File: src/rtl/decode_stage_pkg.sv
// Shared types for the decode stage: mux-select enums, opcode map, ALU function codes
// and the decoded-instruction record with its decode function.
package decode_stage_pkg;

  typedef enum logic [1:0] {
    ARITH = 2'd0,
    LOGIC = 2'd1,
    SHIFT = 2'd2
  } alu_mux_sel_t;

  typedef enum logic [0:0] {
    REG1_DATA = 1'b0
  } x_op1_mux_sel_t;

  typedef enum logic [0:0] {
    REG2_DATA  = 1'b0,
    IMM_SIGNED = 1'b1
  } x_op2_mux_sel_t;

  typedef enum logic [0:0] {
    REG_WRITE = 1'b0
  } w_mux_sel_t;

  typedef enum logic [3:0] {
    OP_NOP  = 4'd0,
    OP_ADD  = 4'd1,
    OP_SUB  = 4'd2,
    OP_AND  = 4'd3,
    OP_OR   = 4'd4,
    OP_XOR  = 4'd5,
    OP_SHL  = 4'd6,
    OP_SHR  = 4'd7,
    OP_ADDI = 4'd8
  } opcode_t;

  localparam logic [1:0] ALU_FUNC_ADD = 2'd0;
  localparam logic [1:0] ALU_FUNC_SUB = 2'd1;
  localparam logic [1:0] ALU_FUNC_AND = 2'd0;
  localparam logic [1:0] ALU_FUNC_OR  = 2'd1;
  localparam logic [1:0] ALU_FUNC_XOR = 2'd2;
  localparam logic [1:0] ALU_FUNC_SHL = 2'd0;
  localparam logic [1:0] ALU_FUNC_SHR = 2'd1;

  // pc is parameter-width, so it travels beside this record rather than inside it
  typedef struct packed {
    logic [3:0]     rd;
    logic [15:0]    imm;
    alu_mux_sel_t   alu_sel;
    logic [1:0]     alu_func;
    x_op1_mux_sel_t op1_sel;
    x_op2_mux_sel_t op2_sel;
    w_mux_sel_t     w_sel;
    logic           reg_we;
    logic           illegal;
  } decoded_instr_t;

  localparam decoded_instr_t DECODED_NOP = '{
    rd:       4'd0,
    imm:      16'd0,
    alu_sel:  ARITH,
    alu_func: 2'd0,
    op1_sel:  REG1_DATA,
    op2_sel:  REG2_DATA,
    w_sel:    REG_WRITE,
    reg_we:   1'b0,
    illegal:  1'b0
  };

  function automatic decoded_instr_t decode_instr(input logic [15:0] instr);
    decoded_instr_t d;
    d          = DECODED_NOP;
    d.rd       = instr[11:8];
    d.imm      = {{12{instr[3]}}, instr[3:0]};
    case (instr[15:12])
      OP_NOP:  d.reg_we = 1'b0;
      OP_ADD:  begin d.alu_func = ALU_FUNC_ADD; d.reg_we = 1'b1; end
      OP_SUB:  begin d.alu_func = ALU_FUNC_SUB; d.reg_we = 1'b1; end
      OP_AND:  begin d.alu_sel = LOGIC; d.alu_func = ALU_FUNC_AND; d.reg_we = 1'b1; end
      OP_OR:   begin d.alu_sel = LOGIC; d.alu_func = ALU_FUNC_OR;  d.reg_we = 1'b1; end
      OP_XOR:  begin d.alu_sel = LOGIC; d.alu_func = ALU_FUNC_XOR; d.reg_we = 1'b1; end
      OP_SHL:  begin d.alu_sel = SHIFT; d.alu_func = ALU_FUNC_SHL; d.reg_we = 1'b1; end
      OP_SHR:  begin d.alu_sel = SHIFT; d.alu_func = ALU_FUNC_SHR; d.reg_we = 1'b1; end
      OP_ADDI: begin d.op2_sel = IMM_SIGNED; d.alu_func = ALU_FUNC_ADD; d.reg_we = 1'b1; end
      default: d.illegal = 1'b1;
    endcase
    // r0 is hardwired, so nothing ever writes it
    if (instr[11:8] == 4'd0) d.reg_we = 1'b0;
    return d;
  endfunction

endpackage

File: src/rtl/decode_scoreboard.sv
// Per-register busy bits with set-on-issue / clear-on-writeback and the RAW hazard query.
// Optional DECODE_WB_BYPASS_EN: a register retiring this cycle no longer counts as busy.
module decode_scoreboard
  import decode_stage_pkg::*;
#(
  parameter int NREGS = 16
) (
  input  logic       clk,
  input  logic       rst_n,
  input  logic       flush,
  input  logic       set_en,
  input  logic [3:0] set_addr,
  input  logic       wb_valid,
  input  logic [3:0] wb_addr,
  input  logic [3:0] rs1,
  input  logic [3:0] rs2,
  input  logic       use_rs2,
  output logic       hazard
);

  logic [NREGS-1:0] busy_reg;
  logic [NREGS-1:0] busy_next;
  logic [NREGS-1:0] set_vec;
  logic [NREGS-1:0] clr_vec;
  logic [NREGS-1:0] busy_eff;

  for (genvar gi = 0; gi < NREGS; gi++) begin : g_bit
    assign clr_vec[gi] = wb_valid && (wb_addr == 4'(gi));
    if (gi == 0) begin : g_r0
      assign set_vec[gi] = 1'b0;
    end else begin : g_rn
      assign set_vec[gi] = set_en && (set_addr == 4'(gi));
    end
  end

  // set is applied after clear so a new producer keeps ownership of its rd
  assign busy_next = flush ? '0 : ((busy_reg & ~clr_vec) | set_vec);

  always_ff @(posedge clk or negedge rst_n) begin
    if (!rst_n) begin
      busy_reg <= '0;
    end else begin
      busy_reg <= busy_next;
    end
  end

`ifdef DECODE_WB_BYPASS_EN
  assign busy_eff = busy_reg & ~clr_vec;
`else
  assign busy_eff = busy_reg;
`endif

  assign hazard = ((rs1 != 4'd0) && busy_eff[rs1]) ||
                  (use_rs2 && (rs2 != 4'd0) && busy_eff[rs2]);

endmodule

File: src/rtl/decode_stage.sv
// Decode stage: one-entry holding register, combinational decode and scoreboard-based stall.
// Optional DECODE_WB_BYPASS_EN (see decode_scoreboard) lets issue happen in the writeback cycle.
module decode_stage
  import decode_stage_pkg::*;
#(
  parameter int PC_W  = 16,
  parameter int NREGS = 16
) (
  input  logic           clk,
  input  logic           rst_n,
  input  logic           in_valid,
  output logic           in_ready,
  input  logic [15:0]    in_instr,
  input  logic [PC_W-1:0] in_pc,
  input  logic           flush,
  output logic [3:0]     rf_raddr1,
  output logic [3:0]     rf_raddr2,
  output logic           out_valid,
  input  logic           out_ready,
  output logic [PC_W-1:0] out_pc,
  output logic [3:0]     out_rd,
  output logic [15:0]    out_imm,
  output alu_mux_sel_t   out_alu_sel,
  output logic [1:0]     out_alu_func,
  output x_op1_mux_sel_t out_op1_sel,
  output x_op2_mux_sel_t out_op2_sel,
  output w_mux_sel_t     out_w_sel,
  output logic           out_reg_we,
  output logic           out_illegal,
  input  logic           wb_valid,
  input  logic [3:0]     wb_addr
);

  logic            held_valid_reg, held_valid_next;
  logic [15:0]     held_instr_reg, held_instr_next;
  logic [PC_W-1:0] held_pc_reg, held_pc_next;
  decoded_instr_t  dec;
  logic            hazard;
  logic            issue;
  logic            accept;

  assign dec = decode_instr(held_instr_reg);

  decode_scoreboard #(
    .NREGS (NREGS)
  ) u_scoreboard (
    .clk      (clk),
    .rst_n    (rst_n),
    .flush    (flush),
    .set_en   (issue && dec.reg_we),
    .set_addr (dec.rd),
    .wb_valid (wb_valid),
    .wb_addr  (wb_addr),
    .rs1      (held_instr_reg[7:4]),
    .rs2      (held_instr_reg[3:0]),
    .use_rs2  (dec.op2_sel == REG2_DATA),
    .hazard   (hazard)
  );

  // flush wins over both an issue and an accept in the same cycle
  assign out_valid = held_valid_reg && !hazard && !flush;
  assign issue     = out_valid && out_ready;
  assign in_ready  = !flush && (!held_valid_reg || issue);
  assign accept    = in_valid && in_ready;

  always_comb begin
    held_valid_next = held_valid_reg;
    held_instr_next = held_instr_reg;
    held_pc_next    = held_pc_reg;
    if (flush) begin
      held_valid_next = 1'b0;
      held_instr_next = '0;
      held_pc_next    = '0;
    end else if (accept) begin
      held_valid_next = 1'b1;
      held_instr_next = in_instr;
      held_pc_next    = in_pc;
    end else if (issue) begin
      held_valid_next = 1'b0;
    end
  end

  always_ff @(posedge clk or negedge rst_n) begin
    if (!rst_n) begin
      held_valid_reg <= 1'b0;
      held_instr_reg <= '0;
      held_pc_reg    <= '0;
    end else begin
      held_valid_reg <= held_valid_next;
      held_instr_reg <= held_instr_next;
      held_pc_reg    <= held_pc_next;
    end
  end

  assign rf_raddr1    = held_instr_reg[7:4];
  assign rf_raddr2    = held_instr_reg[3:0];
  assign out_pc       = held_pc_reg;
  assign out_rd       = dec.rd;
  assign out_imm      = dec.imm;
  assign out_alu_sel  = dec.alu_sel;
  assign out_alu_func = dec.alu_func;
  assign out_op1_sel  = dec.op1_sel;
  assign out_op2_sel  = dec.op2_sel;
  assign out_w_sel    = dec.w_sel;
  assign out_reg_we   = dec.reg_we;
  assign out_illegal  = dec.illegal;

endmodule

File: config.mk
export PLATFORM = sky130hd
export DESIGN_NAME = decode_stage
export DESIGN_NICKNAME = d
export VERILOG_FILES = /design/src/rtl/decode_stage_pkg.sv /design/src/rtl/decode_scoreboard.sv /design/src/rtl/decode_stage.sv
export SDC_FILE = /design/constraint.sdc
export NUM_CORES = 1
export LEC_CHECK = 0
export ABC_CLOCK_PERIOD_IN_PS = 5100
export CORE_ASPECT_RATIO = 1.4
export CORE_UTILIZATION = 31
export CTS_BUF_LIST = sky130_fd_sc_hd__clkbuf_8
export DETAILED_ROUTE_END_ITERATION = 6
export HOLD_SLACK_MARGIN = 0.12
export PLACE_DENSITY = 0.66
export SYNTH_ARGS = -nofsm -noshare
export SYNTH_HDL_FRONTEND = slang
export SYNTH_SLANG_ARGS = --single-unit
File: constraint.sdc
create_clock -name clk -period 5.1 [get_ports clk]
set_input_delay 1.02 -clock clk [delete_from_list [all_inputs] [get_ports clk]]
set_output_delay 1.02 -clock clk [all_outputs]
set_load 0.005 [all_outputs]
==> results of run 1 <==
## kinds of logic (layout without fill, tap and decap cells)
logic type / Yosys count / count (layout) / share of synthesized area
simple gates: 107 / 107 / 0.166
buf+inv: 53 / 110 / 0.120
flops: 49 / 49 / 0.413
compound gates: 44 / 44 / 0.130
mux: 43 / 43 / 0.167
other cells: 1 / 2 / 0.00126
xor+xnor: 1 / 1 / 0.00295
## worst min-delay path, stage by stage (launching register included)
cell and delay (ns):
dfrtp_1 0.37, nand3_1 0.06, o21ai_0 0.07
## per-stage QoR
step / instance area, um2 / total power, mW / util
2_1_floorplan: 2970 / 0.553 / -
3_3_place_gp: 3730 / 0.645 / 0.408
3_5_place_dp: 3730 / 0.648 / 0.408
4_1_cts: 3820 / 0.884 / 0.418
5_1_grt: 3820 / 0.919 / 0.418
6_report: 3820 / 0.869 / 0.418
## power by group through the flow
stage | Clock, mW | Sequential, mW | Combinational [mW]
finish | 0.231 | 0.435 | 0.203
CTS | 0.242 | 0.436 | 0.206
global placement | 0 | 0.442 | 0.203
floorplan | 0 | 0.432 | 0.121
detailed placement | 0 | 0.443 | 0.206
global route | 0.260 | 0.439 | 0.220
## worst min-delay path by stage
stage | start | to | slack, ns | depth (start not counted)
after detailed placement | u_scoreboard.busy_eff[3] | u_scoreboard.busy_eff[3] | 0.51 | 2
after global placement | u_scoreboard.busy_eff[3] | u_scoreboard.busy_eff[3] | 0.51 | 2
after CTS | u_scoreboard.busy_eff[3] | u_scoreboard.busy_eff[3] | 0.53 | 2
after floorplan | u_scoreboard.busy_eff[0] | u_scoreboard.busy_eff[0] | 0.47 | 1
final | u_scoreboard.busy_eff[3] | u_scoreboard.busy_eff[3] | 0.54 | 2
after global routing | u_scoreboard.busy_eff[0] | u_scoreboard.busy_eff[0] | 0.57 | 1
## final cells by class
type | instances | area (um2) | share of cell area
repair buffers | 97 | 958 | 0.251
clock inverters | 1 | 3.75 | 0.000984
flip-flops and latches | 49 | 1230 | 0.321
inverters | 6 | 22.5 | 0.00590
well taps | 107 | 134 | 0.0351
multi-input cells | 197 | 1390 | 0.364
clock buffers | 6 | 82.6 | 0.0216
## placed cells by master (no fill, tap or decap), types with 2 or more instances in the layout
master,synthesis,final
o211ai_1,8,8
o21ai_0,11,11
nand2_1,73,73
o22ai_1,4,4
clkbuf_8,0,6
nand4b_1,2,2
nor2b_1,4,4
o31ai_1,3,3
conb_1,1,2
mux2_2,5,5
nand3_1,6,6
inv_1,5,6
nand3b_1,3,3
a21oi_1,3,3
nor2_1,5,5
buf_4,30,3
nand2b_1,6,6
o311ai_0,3,3
dfrtp_1,49,49
mux2i_1,33,33
mux4_2,2,2
clkdlybuf4s50_1,0,93
mux4_1,2,2
a2111oi_4,2,2
## layer usage
| layer | share of wire | global-route usage | wire length (um) | vias up |
|---|---|---|---|---|
| met5 | 0 | 0 | 0 | - |
| met4 | 0.033 | 0.0667 | 236 | 0 |
| met3 | 0.048 | 0.0316 | 340 | 17 |
| met2 | 0.50 | 0.262 | 3500 | 76 |
| met1 | 0.42 | 0.163 | 2980 | 1116 |
| li1 | - | - | - | 1124 |
==> impl_metrics.yaml, run 1 <==
power_and_ir_drop:
  seqPwrFrac: 0.501
  leakage_nw: 1.66
  pwr_density_cell_nw_per_um2: 228
  intPower_mw: 0.631
  switching_share: 0.274
  clkPwrFrac: 0.266
  peakVddDrop_mv: 0.101
  p_switching_mw: 0.238
  p_comb_frac: 0.234
worst_setup_path:
  cp.depth: 7
  slowest_delay_ns: 0.60
  r2r_slack_ns: 2.03
  crit_start: "flush"
  path_delay_family: "buffers and inverters"
  cp_slowest_cell: "clkdlybuf4s50_1"
  crit_path_end: "in_ready"
  arrival_ns: 3.10
  critical_path_buf_inv_count: 2
  worstPathMaxFanout: 8
  path_class: "input port to output pin"
  r2r_end: "held_instr_reg[5]"
  worst_ep_required_time_ns: 4.08
  end_kind: "output pin"
  ff2ff_path_depth: 7
  crit_chain: "clkdlybuf4s50_1 > nor2b_1 > o31ai_2 > a211oi_4 > nand2_1 > a21oi_1 > clkdlybuf4s50_1"
  cp_common_cell: "clkdlybuf4s50_1"
  r2r-start: "held_instr_reg[0]"
  startpoint_type: "input port"
route:
  via_per_inst: 5.04
  wire_per_inst_um: 15.2
  first_iter_violations: 170
  drc: 5
  wl_um: 7060
  vias: 2333
  firstDrtPassIters: 7
  detail-route-antenna-nets: 0
clock_tree:
  htreeDepth: 2
  ctsHoldBuffers: 0
  cts_tree: "done"
  clk_latency_ns: 0.30
  cts_buffer_depth: 2
  postCtsSetupBuffers: 0
  clk_pin_slew_ns: 0.08
  cts-resized-gates: 0
  cts_root_buf: "clkbuf_8"
  cts.sinks: 49
  numCtsBuffers: 5
sta:
  finalCritPeriodShare: 0.808
  rsz0062_at_grt: "no"
  hold_viol_final: 0
  timing.hold.ws_ns: 0.536
  final.min_clock_period_ns: 4.12
  slew_violations: 0
  tightest_slew_ns: 0.917
  setup_violations: 0
  fin_skew_ns: 0.00473
  fmax_ghz: 0.243
  setup-tns-final_ns: 0
  fin_ws_ns: 0.978
  max-slew-margin-rel: 0.389
final_layout:
  finalNetCount: 398
  area_growth_pct: 28.6
  diodes: 0
  layout-drive-gt1-share: 0.0758
  stdcell_count: 463
  fillCellCount: 910
run_status:
  outcome: "finished, violations left"
  violations: "design-rule violations"
floorplanning:
  core_um2: 9130
  ios: 97
  initial_core_util: 0.325
  rows: 41
  die_area_um2: 9970
  die_x_um: 84.7
  die_y_um: 118
synth:
  syn_inst: 298
  yosysWarnings: 0
  synthTopCellsByArea: "dfrtp_1, mux2i_1, nand2_1"
  avgSynthCellArea_um2: 9.96
  synth_edf_count: 0
  ys.flop_type: "dfrtp_1"
  synth_top_area_frac: 0.413
  yosysSeqAreaShare: 0.413
  synth_seq_cells: 49
  postSynth.asyncResetShare: 1.00
  yosysTopAreaCell: "dfrtp_1"
  yosys-top-cells-count: "nand2_1, dfrtp_1, mux2i_1, buf_4, o21ai_0"
  synthesis.area_um2: 2970
  synth_most_common_cell: "nand2_1"
  synth.distinct_cells: 48
job:
  max-cap-violations: 0
placement:
  numPortBuffers: 94
  dp.cells: 456
  place_hpwl_um: 5150
  place_ws_ns: 0.968
  place.gp.congestion: 0.882
grt:
  first_global_vias: 2386
  grt_max_degree: 50
  grt_overflow: 0
  track_usage: 0.146
  antenna_found_initial: 0
  grt_pass1_wl_um: 11600
worst_hold_path:
  min_path_type: "flop to flop"
No activity file was read; power rests on OpenSTA's default activity.
==> inputs of run 2 (changes only) <==
ABC_CLOCK_PERIOD_IN_PS = 4200   (was 5100)
clock period = 4.2 ns   (was 5.1 ns; I/O delays follow)
==> run 2 against run 1 <==
Compared with the run above: the flow still finishes with violations (design-rule violations); count of clock-buffer cells in the layout decreased by 1; via count up 0.17%; first-iteration DRC count rose by 15%; sequential share of layout area down 0.095 points; die area stayed put; clock skew increased by 0.0062 ns; critical path depth unchanged; sequential power up 21%; largest cell class unchanged; combinational power increased by 23%; global-route usage increased by 0.28 points.
==> impl_metrics.yaml, run 2 (synthesis gave the netlist of run 1 again) <==
run_status:
  outcome: "finished, violations left"
  violations: "design-rule violations"
clock_tree:
  htreeDepth: 2
  postCtsSetupBuffers: 0
  cts_buffer_depth: 2
  clk_latency_ns: 0.30
  cts_tree: "done"
  numCtsBuffers: 5
  cts_root_buf: "clkbuf_8"
  cts-resized-gates: 0
  cts.sinks: 49
  ctsHoldBuffers: 0
  clk_pin_slew_ns: 0.09
grt:
  busiest_layer: "met2"
  first_global_vias: 2396
  grt_max_degree: 42
  antenna_found_initial: 0
  globalRouteMet3Util: 0.0252
  globalRouteMet1Util: 0.175
  track_usage: 0.149
  grt_overflow: 0
  grt_pass1_wl_um: 11900
  met2_usage: 0.273
power_and_ir_drop:
  leakage_nw: 1.67
  seqPwrFrac: 0.502
  pwr_density_cell_nw_per_um2: 273
  p_switching_mw: 0.293
  switching_share: 0.280
  clkPwrFrac: 0.259
  p_comb_frac: 0.239
  intPower_mw: 0.752
  peakVddDrop_mv: 0.118
sta:
  final.min_clock_period_ns: 3.67
  max-slew-margin-rel: 0.599
  finalCritPeriodShare: 0.874
  setup_violations: 0
  hold_viol_final: 0
  setup-tns-final_ns: 0
  tightest_slew_ns: 0.600
  fin_ws_ns: 0.531
  rsz0062_at_grt: "no"
  fin_skew_ns: 0.0109
  fmax_ghz: 0.273
  slew_violations: 0
worst_setup_path:
  path_class: "flop to output pin"
  startpoint_type: "flop"
  worst_ep_required_time_ns: 3.36
  worstPathMaxFanout: 11
  end_kind: "output pin"
  arrival_ns: 2.83
placement:
  place_hpwl_um: 5180
  place.gp.congestion: 0.924
  numPortBuffers: 94
  dp.cells: 458
  place_ws_ns: 0.655
final_layout:
  stdcell_count: 466
  fillCellCount: 904
  layout-drive-gt1-share: 0.0836
  seqCellArea_um2: 1230
  area_growth_pct: 29.0
  final_cell_mix: "clkdlybuf4s50_1, nand2_1, dfrtp_1, mux2i_1, o21ai_0"
  fin_util: 0.419
  diodes: 0
  layout_commonest_cell: "clkdlybuf4s50_1"
  multi_input_area_um2: 1390
  finalNetCount: 400
job:
  max-cap-violations: 0
route:
  detail-route-antenna-nets: 0
  firstDrtPassIters: 7
  first_iter_violations: 196
  wl_um: 6950
  drc: 5
  via_per_inst: 5.02
  vias: 2337
  wire_per_inst_um: 14.9
floorplanning:
  initial_core_util: 0.325
  die_x_um: 84.7
  ios: 97
  rows: 41
  die_y_um: 118
  die_area_um2: 9970
  core_um2: 9130
worst_hold_path:
  min_path_type: "input port to async pin"
[run 2: cell count changes in the layout (fill, tap and decap cells not counted), sizes merged]
cell    before  now
buf          4    6
clkinv       0    2
clkbuf       6    5
[run 2: path summary, 6_finish.rpt]
path,depth (start not counted),start,end,slack (ns)
max,7,held_instr_reg[0],in_ready,0.53
min,1,rst_n,held_instr_reg[7],0.47
max reg2reg,7,held_instr_reg[0],held_instr_reg[14],1.63
min reg2reg,1,u_scoreboard.busy_eff[0],u_scoreboard.busy_eff[0],0.51
max in group asynchronous,2,rst_n,out_pc[14],2.96
min in group clk,1,u_scoreboard.busy_eff[0],u_scoreboard.busy_eff[0],0.51
[run 2: routing by layer]
metal  vias up  routed length, um
li1       1126                  -
met1      1124               2840
met2        81               3690
met3         6                348
met4         0                 74
met5         -                  0
[run 2: area by class of cell]
cell class,instances,share of cell area
multi-input combinational,197,0.363
sequential,49,0.320
timing repair buffer,99,0.254
tap,107,0.0350
clock buffer,5,0.0180
inverter,6,0.00588
clock inverter,3,0.00360
[run 2: worst max-delay path: stages, from the launching register on]
cell and delay, ns:
dfrtp_1 0.60, mux4_2 0.55, o22ai_1 0.19, o31ai_2 0.13, a211oi_4 0.26, nand2_1 0.11, a21oi_1 0.17, clkdlybuf4s50_1 0.52
[run 2: per-stage QoR]
step | power, mW | instance area (um2) | hold WS, ns
final | 1.05 | 3830 | 0.470
after global placement | 0.784 | 3740 | 0.494
after CTS | 1.06 | 3830 | 0.490
after global routing | 1.11 | 3830 | 0.502
after detailed placement | 0.788 | 3740 | 0.500
after floorplan | 0.671 | 2970 | 0.469
[run 2: power groups by stage]
stage / clock network (mW) / logic [mW] / registers [mW]
detailed placement: 0 / 0.254 / 0.534
CTS: 0.285 / 0.254 / 0.526
floorplan: 0 / 0.147 / 0.524
finish: 0.270 / 0.250 / 0.525
global route: 0.311 / 0.273 / 0.530
global placement: 0 / 0.251 / 0.533
==> inputs of run 3 (changes only) <==
CAP_MARGIN = 5   (was unset)
==> results of run 3 <==
Final layout, timing and power as in run 2 (identical DEF).
